==> src/rtl/mod3_pkg.sv <==
// mod3_pkg: residue and FSM encodings shared by the mod-3 transmitter and detector
package mod3_pkg;
  typedef enum logic [1:0] {ZERO = 2'd0, ONE = 2'd1, TWO = 2'd2} res_t;
  typedef enum logic [1:0] {IDLE, DATA, CHECK0, CHECK1} state_t;
  function automatic res_t mod3_step(input res_t r, input logic b);
    return r == ZERO ? (b ? ONE : ZERO) :
           r == ONE  ? (b ? ZERO : TWO) :
                       (b ? TWO : ONE);
  endfunction
  function automatic logic [1:0] mod3_check(input res_t r);
    return r == ONE ? 2'b10 : r == TWO ? 2'b01 : 2'b00;
  endfunction
endpackage

==> src/rtl/mod3_residue.sv <==
// mod3_residue: running mod-3 residue of an MSB-first bit stream
module mod3_residue
  import mod3_pkg::*;
(
  input  logic clk,
  input  logic rst_n,
  input  logic clr,
  input  logic en,
  input  logic b,
  output res_t r
);
  always_ff @(posedge clk or negedge rst_n)
    if (!rst_n) r <= ZERO;
    else r <= clr ? ZERO : en ? mod3_step(r, b) : r;
endmodule

==> src/rtl/mod3_frame_tx.sv <==
// mod3_frame_tx: serialises a word MSB-first and appends 2 check bits
// so that each (WIDTH+2)-bit frame is a multiple of 3.
module mod3_frame_tx
  import mod3_pkg::*;
#(
  parameter int WIDTH = 8,
  localparam int CNT_W = $clog2(WIDTH)
) (
  input  logic             clk,
  input  logic             rst_n,
  input  logic             in_valid,
  output logic             in_ready,
  input  logic [WIDTH-1:0] in_data,
  output logic             tx_bit,
  output logic             tx_valid,
  output logic             tx_last
);
  state_t           state;
  logic [CNT_W-1:0] cnt;
  logic [WIDTH-1:0] sh;
  logic [1:0]       c;
  res_t             res;
  logic             accept;
  logic [1:0]       c_nxt;
  assign in_ready = state == IDLE || state == CHECK1;
  assign accept   = in_valid && in_ready;
  // the bit on the line this cycle is sh MSB; fold it in before deriving c
  assign c_nxt    = mod3_check(mod3_step(res, sh[WIDTH-1]));
  mod3_residue u_res (
    .clk  (clk),
    .rst_n(rst_n),
    .clr  (accept),
    .en   (state == DATA),
    .b    (sh[WIDTH-1]),
    .r    (res)
  );
  // outputs are loaded with the value for the state being entered, so the
  // first data bit is on the line the cycle after the accept edge
  always_ff @(posedge clk or negedge rst_n)
    if (!rst_n) begin
      state    <= IDLE;
      cnt      <= '0;
      sh       <= '0;
      c        <= '0;
      tx_bit   <= 1'b0;
      tx_valid <= 1'b0;
      tx_last  <= 1'b0;
    end else
      case (state)
        DATA: begin
          sh     <= {sh[WIDTH-2:0], 1'b0};
          tx_bit <= cnt == '0 ? c_nxt[1] : sh[WIDTH-2];
          if (cnt == '0) begin
            state <= CHECK0;
            c     <= c_nxt;
          end else cnt <= cnt - CNT_W'(1);
        end
        CHECK0: begin
          state   <= CHECK1;
          tx_bit  <= c[0];
          tx_last <= 1'b1;
        end
        default: begin
          state    <= accept ? DATA : IDLE;
          tx_valid <= accept;
          tx_last  <= 1'b0;
          tx_bit   <= accept && in_data[WIDTH-1];
          if (accept) begin
            sh  <= in_data;
            cnt <= CNT_W'(WIDTH - 1);
          end
        end
      endcase
endmodule

==> config.mk <==
export PLATFORM = sky130hd
export DESIGN_NAME = mod3_frame_tx
export DESIGN_NICKNAME = d
export VERILOG_FILES = /design/src/rtl/mod3_pkg.sv /design/src/rtl/mod3_residue.sv /design/src/rtl/mod3_frame_tx.sv
export SDC_FILE = /design/constraint.sdc
export NUM_CORES = 1
export LEC_CHECK = 0
export CORE_MARGIN = 2
export CORE_UTILIZATION = 56
export CTS_CLUSTER_DIAMETER = 150
export CTS_CLUSTER_SIZE = 25
export DETAILED_ROUTE_END_ITERATION = 12
export GPL_TIMING_DRIVEN = 1
export PLACE_DENSITY = 0.82
export SLEW_MARGIN = 30
export SYNTH_ARGS = -nofsm -noshare
export SYNTH_HDL_FRONTEND = slang
export SYNTH_SLANG_ARGS = --single-unit
==> constraint.sdc <==
create_clock -name clk -period 3.57 [get_ports clk]
set_input_delay 0.5355 -clock clk [delete_from_list [all_inputs] [get_ports clk]]
set_output_delay 0.5355 -clock clk [all_outputs]
set_load 0.05 [all_outputs]
### After elaboration in Yosys (flattened, before gate mapping)

Cells that the tools add are included.
Widths: inputs -> output; s select.

| word-level totals | value |
|---|---|
| word-level logic and storage cells | 49 |
| output and inout port bits | 4 |
| bits in registers | 19 |

| cells by class | value |
|---|---|
| equality and inequality tests | 8 |
| reduce and logical (&&, ||, !) cells | 11 |
| mux-type cells | 20 |
| $add $sub $neg | 1 |
| bitwise gates (word level) | 1 |

Operators by type and width:

| operator | count |
|---|---|
| $mux 2 | 8 |
| $pmux 8 s2 | 1 |
| $mux 8 | 1 |
| $eq 2x1->1 const B | 3 |
| $eq 2x2->1 const B | 3 |
| $mux 3 | 2 |
| $pmux 3 s2 | 1 |
| $logic_not 2->1 | 2 |
| $mux 1 | 4 |
| $ne 2x2->1 const B | 2 |
| $pmux 1 s2 | 2 |
| $pmux 2 s2 | 1 |
| $reduce_and 2->1 | 2 |
| $logic_not 3->1 | 1 |
| $reduce_and 3->1 | 1 |
| $sub 3x1->3 const B | 1 |
| $logic_and 1x1->1 | 2 |
| $reduce_bool 2->1 | 1 |
| $reduce_or 2->1 | 1 |
| $logic_or 1x1->1 | 1 |
| $not 1->1 | 1 |

### Depth between registers and ports, before layout

Gate-level depths: netlist of run 1.

| logic depth | value |
|---|---|
| word-level depth | 8 |
| gate-level depth with buffers | 7 |
| gate-level depth less buffers | 5 |

### Cells and area by module

Synthesis of run 1 repeated with hierarchy kept, for this count alone.

| second synthesis, totals | value |
|---|---|
| cell total of the unflattened synthesis | 97 |
| area, all modules | 1089.8 um^2 |

By module, submodules not included:

| module | instances | area an instance (um^2) | seq. area each (um^2) | cells an instance |
|---|---|---|---|---|
| mod3_frame_tx | 1 | 974.7 | 425.4 | 84 |
| mod3_residue | 1 | 115.1 | 50.0 | 13 |

### Worst setup path after synthesis of run 1

No wires, ideal clock.

| timing path | value |
|---|---|
| kind | register -> register |
| start | register state[0] |
| end | register sh[1] |
| arrival | 1.860 ns |
| library setup time | 0.125 ns |
| path buffers | 0 |
| setup slack | 1.585 ns |
| cell stages (with the launch flop) | 6 |
| required time | 3.445 ns |
| cells stage by stage | dfrtp_1 inv_1 ha_1 nand2_2 a21oi_4 mux2_2 |

| on the way | value |
|---|---|
| longest elaborated chain between the ends | 5 |
| elaborated cells on any way between the ends | 10 |
| those cells by class | eq/ne: 3; mux: 1; bitwise: 1; reduce/logical: 5 |

RTL lines:

| element | line | source |
|---|---|---|
| start, declared | mod3_frame_tx.sv:18 | `state_t state;` |
| start signal, assigned | mod3_frame_tx.sv:64 | `state <= accept ? DATA : IDLE;` |
| $eq 2x2->1 / $logic_not 2->1 (equally long branches) | mod3_frame_tx.sv:25 | `assign in_ready = state == IDLE \|\| state == CHECK1;` |
| $logic_or 1x1->1 (*) | mod3_frame_tx.sv:25 |  |
| net in_ready | mod3_frame_tx.sv:12 | `output logic in_ready,` |
| $logic_and 1x1->1 (*) | mod3_frame_tx.sv:26 | `assign accept = in_valid && in_ready;` |
| $reduce_bool 2->1 (no line) (*) | - |  |
| $reduce_and 2->1 (no line) (*) | - |  |
| end signal, assigned | mod3_frame_tx.sv:51 | `sh <= {sh[WIDTH-2:0], 1'b0};` |
| end signal, assigned | mod3_frame_tx.sv:69 | `sh <= in_data;` |
| end, declared | mod3_frame_tx.sv:20 | `logic [WIDTH-1:0] sh;` |

The timed path passes the listed nets; every way through them passes the cells marked *.
A chain may end at the register's enable or synchronous reset.

### Worst setup path after layout of run 1

| timing path | value |
|---|---|
| start | register state[0] |
| end | output port in_ready |

| on the way | value |
|---|---|
| longest elaborated chain between the ends | 2 |
| elaborated cells on any way between the ends | 3 |
| those cells by class | eq/ne: 1; reduce/logical: 2 |

RTL lines:

| element | line |
|---|---|
| $eq 2x2->1 / $logic_not 2->1 (equally long branches) | mod3_frame_tx.sv:25 |
| $logic_or 1x1->1 (*) | mod3_frame_tx.sv:25 |
| end, declared | mod3_frame_tx.sv:12 |

Every way passes the cells marked *; elsewhere a longest branch is shown, timed or not.

==> results of run 1 <==
path summary, 6_finish.rpt:
path,startpoint,end,slack (ns),cells after the start
min in group clk,tx_last,tx_last,0.50,2
worst min-delay path,rst_n,c[0],0.16,1
max in group asynchronous,rst_n,sh[4],3.11,1
worst max-delay path,state[0],in_ready,1.01,3
worst max register to register,state[0],sh[1],1.71,5
worst min register to register,tx_last,tx_last,0.50,2
metrics by stage:
step,total power [mW],std cells,utilization
finish,1.11,133,0.704
global route,1.21,133,0.704
CTS,1.13,133,0.707
detailed placement,1.02,129,0.691
global placement,0.994,129,0.691
floorplan,0.863,92,-
layout by cell type (no fill, tap or decap):
cell             instances
o221ai_1                 1
clkbuf_4                 3
nor3b_1                  1
nand2b_1                 6
a2bb2oi_1                2
o311a_2                  1
nand2_2                  1
ha_1                     5
a21oi_1                  2
nand3_1                  1
a22oi_1                  1
o21a_1                   1
clkbuf_1                 1
nand3b_1                 1
mux2_2                  13
inv_1                    8
buf_2                    1
o2111ai_1                1
nor2b_1                  1
mux2i_1                  5
and3b_2                  1
buf_4                    1
a32oi_1                  1
o31ai_1                  1
nor2_1                   2
or2_2                    1
clkdlybuf4s50_1         13
nand2_1                  6
a21oi_4                  1
dfrtp_1                 19
o21ai_0                  6
area by class of cell:
class	instances	area share
inverters	8	0.0247
repair buffers	15	0.117
multi-input cells	62	0.419
well taps	25	0.0257
clock buffers	4	0.0216
flip-flops and latches	19	0.391
worst reg2reg max path, delay by kind of cell (launching register included):
family,cells,cell delay [ns]
AOI/OAI and AO/OA,1,0.34
muxes,1,0.38
adders and majority gates,1,0.42
buffers and inverters,1,0.07
DFF,1,0.39
and+or+nand+nor,1,0.16
cell families after synthesis:
logic type | after synthesis | synth area share
buf+inv | 11 | 0.0426
compound gates | 18 | 0.130
simple gates | 21 | 0.113
fa+ha+maj | 5 | 0.0608
flops | 19 | 0.462
mux | 18 | 0.191
report_power, final:
| group | switching, mW | internal [mW] |
|---|---|---|
| clock | 0.0642 | 0.0435 |
| combinational | 0.344 | 0.294 |
| sequential | 0.0566 | 0.312 |
| total | 0.465 | 0.650 |
registers in the layout, indices dropped and copies added, names as in the netlist:
name      count
tx_last       1
c             1
tx_bit        1
cnt           3
sh            8
state         2
tx_valid      1
u_res.r       2
routing by layer:
layer  up-vias  wire length (microns)  track usage
li1        355                      -            -
met1       342                    809        0.237
met2        14                    901        0.356
met3         6                     48       0.0308
met4         0                     43        0.111
met5         -                      0            0
==> summary.txt, run 1 <==
STA
  – Post-layout min period: 2.56 ns
  – Hold slack: 0.163 ns
  – Setup Skew: 0.00262 ns
  – RSZ-0062 raised after global routing: no
  – Slew Limit Fails: 0
  – Fmax: 391 MHz
  – Setup Viol. Count Final: 0
  – Final period utilization: 0.716
  – Final Hold Viols: 0
  – Sum Neg Setup Slack: 0 ns
  – Rel. slew slack: 0.672
  – Worst Tran Pin Value: 0.491 ns
  – Final WS setup: 1.01 ns

Synth
  – Yosys top cell by area: dfrtp_1
  – Area contributors post-synth: dfrtp_1, mux2_2, ha_1
  – Async S/R FF share, synth: 1.00
  – Synthesized area: 0.00103 sq mm
  – Post-synth cell types: 28
  – Synthesized Nets: 108
  – Synthesized flop and latch total: 19
  – Mapped Cells: 92
  – Synth cell count leaders: dfrtp_1, mux2_2, inv_1
  – Sequential area share after synthesis: 0.462
  – Count leader, synth: dfrtp_1
  – Top cell type's share of synthesized area: 0.462
  – Post-synth top flop: dfrtp_1
  – Avg Inst Size Synth: 11.2 sq um
  – Ys Warns: 0
  – Post-synth EDFFs: 0

Worst setup path
  – Critical Path Sink Type: output pin
  – Slowest cell delay on critical path: 0.85 ns
  – Worst EP required: 3.03 ns
  – WP buf/inv: 2
  – Worst Path Max Fanout: 8
  – Delay-heaviest family, CP: buffers and inverters
  – Crit-path cells: inv_1, ha_1, clkdlybuf4s50_1
  – Arr. time, crit path: 2.02 ns
  – Critical path type: reg -> out
  – Critical path's slowest cell: clkdlybuf4s50_1
  – CP Launch Type: flop

Placement
  – Post-Place Worst Slack: 1.36 ns
  – Routability cong.: 0.716
  – PortBufs: 14
  – Placed Area: 0.00119 sq mm
  – Final HPWL DP: 1370 microns

Floorplan
  – Die extent in x: 46.9 microns
  – Io pins: 15
  – Core ar.: 0.00173 sq mm
  – Starting Density: 0.596
  – Die height: 46.9 microns
  – FP Rows: 15
  – Die Area: 0.00220 sq mm

Global route
  – Total gr overflow: 0
  – First-pass GRT wire length: 3140 microns
  – Total GRT Usage: 0.203
  – Vias in the first global route: 743
  – Largest net degree at the start of global routing: 21
  – Initial antenna violation count: 0

Clock network
  – Hold buffers post-CTS: 0
  – Clock Latency Late Sink: 0.29 ns
  – Clock slew at reported path FFs: 0.10 ns
  – PostCTS Resize Cnt: 0
  – Total CTS buffers: 3
  – Clock sinks: 19
  – Root Driver: clkbuf_4
  – Number of post-CTS setup repair buffers: 0
  – Clock Tree Buf Depth: 2
  – H-tree depth: 1
  – CTS tree: done

Cells and area
  – Final design instance area without fill: 0.00121 sq mm
  – Multi-input logic area: 509 sq um
  – FILL cells: 133
  – Area delta synth->final: 18.1%
  – Reg area: 475 sq um
  – Layout cells sized above 1: 0.213
  – Net count, final: 125
  – # diodes: 0

Route
  – Via density: 5.39
  – Drt pass-1 iters: 4
  – Per-cell routed wire length: 13.6 microns
  – ANT nets after route: 0
  – Vias: 717
  – Initial detailed-routing violation count: 6
  – DRC Markers: 0
  – Final WL: 1800 microns

Min path
  – Hold crit path type: in -> async

Outcome
  – Status: complete, no violations

Pwr
  – Power Dens Cells: 918 mW/mm^2
  – Max VDD drop: 0.000648 V
  – LEAKAGE: 0.545 nW

Run
  – Max Cap Violations: 0
Power figures use the tool's default switching activity.
==> inputs of run 2 (changes only) <==
CORE_ASPECT_RATIO = 1.5   (was default)
CORE_UTILIZATION = 47   (was 56)
PLACE_DENSITY = 0.73   (was 0.82)
clock period = 2.1 ns   (was 3.57 ns; I/O delays follow)
==> run 2 against run 1 <==
Worst hold slack improved by 0.18 ns. Count of clock-buffer cells in the layout shrank 1. Global-route usage shrank 2.4 points. Design area up 1.2%. Sequential share of layout area down 0.48 points. Largest cell class unchanged. Highest routed layer unchanged.
==> summary.txt, run 2 (synthesis results as in run 1) <==
STA
  – Fmax: 561 MHz
  – Sum Neg Setup Slack: 0 ns (unchanged)
  – RSZ-0062 raised after global routing: no (unchanged)
  – Setup Viol. Count Final: 0 (unchanged)
  – Post-layout min period: 1.78 ns
  – Final period utilization: 0.848
  – Slew Limit Fails: 0 (unchanged)
  – Rel. slew slack: 0.667 (was 0.672)
  – Worst Tran Pin Value: 0.498 ns (was 0.491 ns)
  – Setup Skew: 0.00822 ns (was 0.00262 ns)
  – Final Hold Viols: 0 (unchanged)

Worst setup path
  – Arr. time, crit path: 1.47 ns (was 2.02 ns)
  – Delay-heaviest family, CP: buffers and inverters (unchanged)
  – Critical Path Sink Type: output pin (unchanged)
  – CP startpoint: tx_valid (was state[0])
  – Worst Path Max Fanout: 2 (was 8)
  – WP buf/inv: 1 (was 2)
  – Critical path type: reg -> out (unchanged)
  – End of the worst register-to-register path: sh[5] (was sh[1])
  – Reg-to-reg startpoint: state[0] (unchanged)
  – Worst EP required: 1.78 ns (was 3.03 ns)
  – Setup slack, reg-to-reg: 0.39 ns (was 1.71 ns)
  – Slowest cell delay on critical path: 0.80 ns (was 0.85 ns)
  – CP Launch Type: flop (unchanged)
  – Critical path's slowest cell: clkdlybuf4s50_1 (unchanged)
  – Crit-path cells: clkdlybuf4s50_1 (was inv_1, ha_1, clkdlybuf4s50_1)
  – Reg2reg path depth: 5 (unchanged)

Clock network
  – Clock Tree Buf Depth: 2 (unchanged)
  – H-tree depth: 1 (unchanged)
  – PostCTS Resize Cnt: 0 (unchanged)
  – Hold buffers post-CTS: 0 (unchanged)
  – Clock Latency Late Sink: 0.29 ns (about the same)
  – Number of post-CTS setup repair buffers: 0 (unchanged)
  – CTS tree: done (unchanged)
  – Clock slew at reported path FFs: 0.11 ns (was 0.10 ns)
  – Root Driver: clkbuf_4 (unchanged)
  – Total CTS buffers: 3 (unchanged)
  – Clock sinks: 19 (unchanged)

Cells and area
  – Layout cells sized above 1: 0.236 (was 0.213)
  – Max FFs per register: 8 (unchanged)
  – Area delta synth->final: 19.6% (was 18.1%)
  – Multi-input logic area: 509 sq um (unchanged)
  – Reg area: 475 sq um (unchanged)
  – Largest Register: sh (unchanged)
  – Net count, final: 127 (was 125)
  – # diodes: 0 (unchanged)
  – Most frequent cells in the layout: dfrtp_1, mux2_2, clkdlybuf4s50_1 (unchanged)
  – FILL cells: 180 (was 133)
  – Top Registers: sh (8), cnt (3) (unchanged)
  – Commonest non-fill, non-tap cell in the layout: dfrtp_1 (unchanged)

Floorplan
  – Die height: 61.3 microns (was 46.9 microns)
  – Die Area: 0.00259 sq mm (was 0.00220 sq mm)
  – Io pins: 15 (unchanged)
  – Starting Density: 0.501 (was 0.596)
  – FP Rows: 20 (was 15)
  – Die extent in x: 42.2 microns (was 46.9 microns)
  – Core ar.: 0.00205 sq mm (was 0.00173 sq mm)

Placement
  – PortBufs: 14 (unchanged)
  – Final HPWL DP: 1450 microns (was 1370 microns)
  – Routability cong.: 0.751 (was 0.716)

Pwr
  – Max VDD drop: 0.00101 V (was 0.000648 V)
  – Power Dens Cells: 1580 mW/mm^2 (was 918 mW/mm^2)
  – Final Power: 1.94 mW (was 1.11 mW)
  – LEAKAGE: 0.559 nW (was 0.545 nW)

Route
  – Drt pass-1 iters: 6 (was 4)
  – Initial detailed-routing violation count: 11 (was 6)
  – ANT nets after route: 0 (unchanged)
  – Vias: 745 (was 717)
  – Per-cell routed wire length: 14.7 microns (was 13.6 microns)
  – Via density: 5.64 (was 5.39)
  – Final WL: 1940 microns (was 1800 microns)
  – DRC Markers: 0 (unchanged)

Run
  – Max Cap Violations: 0 (unchanged)

Global route
  – Largest net degree at the start of global routing: 20 (was 21)
  – Initial antenna violation count: 0 (unchanged)
  – Vias in the first global route: 779 (was 743)
  – First-pass GRT wire length: 3460 microns (was 3140 microns)
  – Total gr overflow: 0 (unchanged)
  – Total GRT Usage: 0.180 (was 0.203)

Outcome
  – Status: complete, no violations (unchanged)

Min path
  – Hold crit path type: in -> async (unchanged)
run 2: final cells by class:
cell class / count / area share
Inverter: 8 / 0.0244
Multi-Input combinational cell: 62 / 0.414
Clock buffer: 3 / 0.0183
Sequential cell: 19 / 0.387
Timing Repair Buffer: 17 / 0.130
Clock inverter: 1 / 0.00407
Tap cell: 22 / 0.0224
run 2: worst max-delay path by stage:
stage | to | slack [ns] | cells past startpoint
floorplan | sh[1] | 0.12 | 5
global placement | sh[2] | 0.34 | 4
finish | tx_valid | 0.32 | 1
CTS | tx_valid | 0.29 | 1
detailed placement | sh[6] | 0.30 | 4
global route | tx_valid | 0.24 | 1
run 2: stage by stage:
step	util	setup WS (ns)	instance area, sq um	hold slack, ns	cells
2_1_floorplan	-	0.115	1030	0.0194	92
3_3_place_gp	0.586	0.337	1200	0.468	128
3_5_place_dp	0.586	0.303	1200	0.486	128
4_1_cts	0.599	0.290	1230	0.344	132
5_1_grt	0.599	0.244	1230	0.346	132
6_report	0.599	0.318	1230	0.340	132
run 2: power by group:
part / internal, mW / switching (mW)
sequential: 0.531 / 0.103
combinational: 0.520 / 0.606
clock: 0.0707 / 0.110
total: 1.12 / 0.819
run 2: metal layers:
layer	GRT usage	routed length (microns)	vias up
met5	0	0	-
met4	0.0804	21	0
met3	0.0264	52	4
met2	0.330	1040	19
met1	0.208	817	363
li1	-	-	359
==> inputs of run 3 (changes only) <==
CORE_UTILIZATION = 52   (was 47)
PLACE_DENSITY = 0.77   (was 0.73)
clock period = 1.8 ns   (was 2.1 ns; I/O delays follow)
==> run 3 against run 2 <==
Non-clock buffer count grew 1. Global-route usage up 2.2 points. Die area decreased by 8.9%. Highest routed layer unchanged. Worst setup slack got worse by 0.26 ns. Count of clock-buffer cells in the layout up 1. Design area up 2.4%. Via count unchanged. Critical path depth unchanged. First-iteration DRC count rose by 9.1%. Power up 24%. Sequential power grew 16%. Critical path type unchanged. Critical endpoint is now tx_last. Flip-flop and latch count unchanged.
==> summary.txt, run 3 (synthesis results as in run 1) <==
Cells and area
  – Net count, final: 128 (was 127)
  – Largest Register: sh (unchanged)
  – # diodes: 0 (unchanged)
  – Area delta synth->final: 22.5% (was 19.6%)
  – Reg area: 475 sq um (unchanged)
  – Max FFs per register: 8 (unchanged)
  – Final design instance area without fill: 0.00126 sq mm (was 0.00123 sq mm)
  – Layout cells sized above 1: 0.243 (was 0.236)
  – Most frequent cells in the layout: dfrtp_1, mux2_2, clkdlybuf4s50_1 (unchanged)
  – Commonest non-fill, non-tap cell in the layout: dfrtp_1 (unchanged)
  – Multi-input logic area: 522 sq um (was 509 sq um)
  – FILL cells: 150 (was 180)
  – Top Registers: sh (8), cnt (3) (unchanged)

STA
  – Setup Skew: 0.00603 ns (was 0.00822 ns)
  – Final period utilization: 0.969
  – Hold slack: 0.283 ns (was 0.340 ns)
  – Slew Limit Fails: 0 (unchanged)
  – Sum Neg Setup Slack: 0 ns (unchanged)
  – Fmax: 573 MHz
  – Worst Tran Pin Value: 0.510 ns (was 0.498 ns)
  – Setup Viol. Count Final: 0 (unchanged)
  – Post-layout min period: 1.74 ns
  – Rel. slew slack: 0.659 (was 0.667)
  – Final Hold Viols: 0 (unchanged)
  – RSZ-0062 raised after global routing: no (unchanged)

Global route
  – Total gr overflow: 0 (unchanged)
  – Total GRT Usage: 0.202 (was 0.180)
  – First-pass GRT wire length: 3280 microns (was 3460 microns)
  – Largest net degree at the start of global routing: 20 (unchanged)
  – Initial antenna violation count: 0 (unchanged)
  – Vias in the first global route: 763 (was 779)

Placement
  – Routability cong.: 0.751 (about the same)
  – PortBufs: 14 (unchanged)
  – Placed Area: 0.00123 sq mm (was 0.00120 sq mm)
  – Final HPWL DP: 1500 microns (was 1450 microns)

Worst setup path
  – Delay-heaviest family, CP: buffers and inverters (unchanged)
  – CP Launch Type: flop (unchanged)
  – Worst EP required: 1.53 ns (was 1.78 ns)
  – Slowest cell delay on critical path: 0.81 ns (was 0.80 ns)
  – Critical Path Sink Type: output pin (unchanged)
  – WP buf/inv: 1 (unchanged)
  – Crit-path cells: clkdlybuf4s50_1 (unchanged)
  – Arr. time, crit path: 1.47 ns (about the same)
  – Critical path type: reg -> out (unchanged)
  – Worst Path Max Fanout: 2 (unchanged)
  – Critical path's slowest cell: clkdlybuf4s50_1 (unchanged)

Route
  – Vias: 745 (unchanged)
  – ANT nets after route: 0 (unchanged)
  – Via density: 5.64 (unchanged)
  – DRC Markers: 0 (unchanged)
  – Initial detailed-routing violation count: 12 (was 11)
  – Final WL: 1960 microns (was 1940 microns)
  – Per-cell routed wire length: 14.9 microns (was 14.7 microns)
  – Drt pass-1 iters: 4 (was 6)

Clock network
  – Clock slew at reported path FFs: 0.11 ns (about the same)
  – PostCTS Resize Cnt: 0 (unchanged)
  – Hold buffers post-CTS: 0 (unchanged)
  – Root Driver: clkbuf_4 (unchanged)
  – CTS tree: done (unchanged)
  – Clock sinks: 19 (unchanged)
  – Clock Tree Buf Depth: 2 (unchanged)
  – Clock Latency Late Sink: 0.30 ns (was 0.29 ns)
  – H-tree depth: 1 (unchanged)
  – Total CTS buffers: 3 (unchanged)

Floorplan
  – Starting Density: 0.555 (was 0.501)
  – Die extent in x: 40.3 microns (was 42.2 microns)
  – Die Area: 0.00236 sq mm (was 0.00259 sq mm)
  – Io pins: 15 (unchanged)
  – Core ar.: 0.00185 sq mm (was 0.00205 sq mm)
  – FP Rows: 19 (was 20)
  – Die height: 58.5 microns (was 61.3 microns)

Outcome
  – Status: complete, no violations (unchanged)

Pwr
  – LEAKAGE: 0.566 nW (was 0.559 nW)
  – Max VDD drop: 0.00112 V (was 0.00101 V)
  – Power Dens Cells: 1910 mW/mm^2 (was 1580 mW/mm^2)
  – Final Power: 2.41 mW (was 1.94 mW)

Min path
  – Hold crit path type: in -> async (unchanged)

Run
  – Max Cap Violations: 0 (unchanged)
[run 3: worst paths after layout]
| path | start | to | slack [ns] | cells past startpoint |
|---|---|---|---|---|
| max | tx_last | tx_last | 0.06 | 1 |
| max in group asynchronous | rst_n | sh[1] | 1.31 | 2 |
| min in group clk | tx_last | tx_last | 0.50 | 2 |
| min reg2reg | tx_last | tx_last | 0.50 | 2 |
| min | rst_n | sh[7] | 0.28 | 2 |
| max reg2reg | state[0] | sh[4] | 0.11 | 5 |
[run 3: timing repair]
action,4_1_cts,5_1_grt
buffers inserted,0,0
endpoints found under the setup margin,0,2
hold endpoints to repair,0,0
[run 3: layout make-up]
type / instances / area share
tap: 21 / 0.0209
timing repair buffer: 18 / 0.143
multi-input combinational: 62 / 0.414
inverter: 8 / 0.0238
sequential: 19 / 0.377
clock buffer: 4 / 0.0209
[run 3: power by group]
part,total (mW),internal [mW],leakage [nW],switching (mW)
clock network,0.222,0.0865,0.0150,0.136
logic,1.45,0.717,0.327,0.731
registers,0.738,0.619,0.225,0.119
[run 3: per-stage QoR]
step                setup slack [ns]  instances  utilization
CTS                           0.0380        132        0.679
floorplan                      0.132         92            -
finish                        0.0559        132        0.679
global placement               0.118        128        0.665
detailed placement            0.0733        128        0.665
global route                  0.0123        132        0.679
[run 3: layer usage]
metal | GRT usage | up-vias | share of wire
li1 | - | 364 | -
met3 | 0.0226 | 4 | 0.030
met4 | 0.0857 | 0 | 0.012
met2 | 0.343 | 16 | 0.54
met1 | 0.246 | 361 | 0.41
met5 | 0 | - | 0
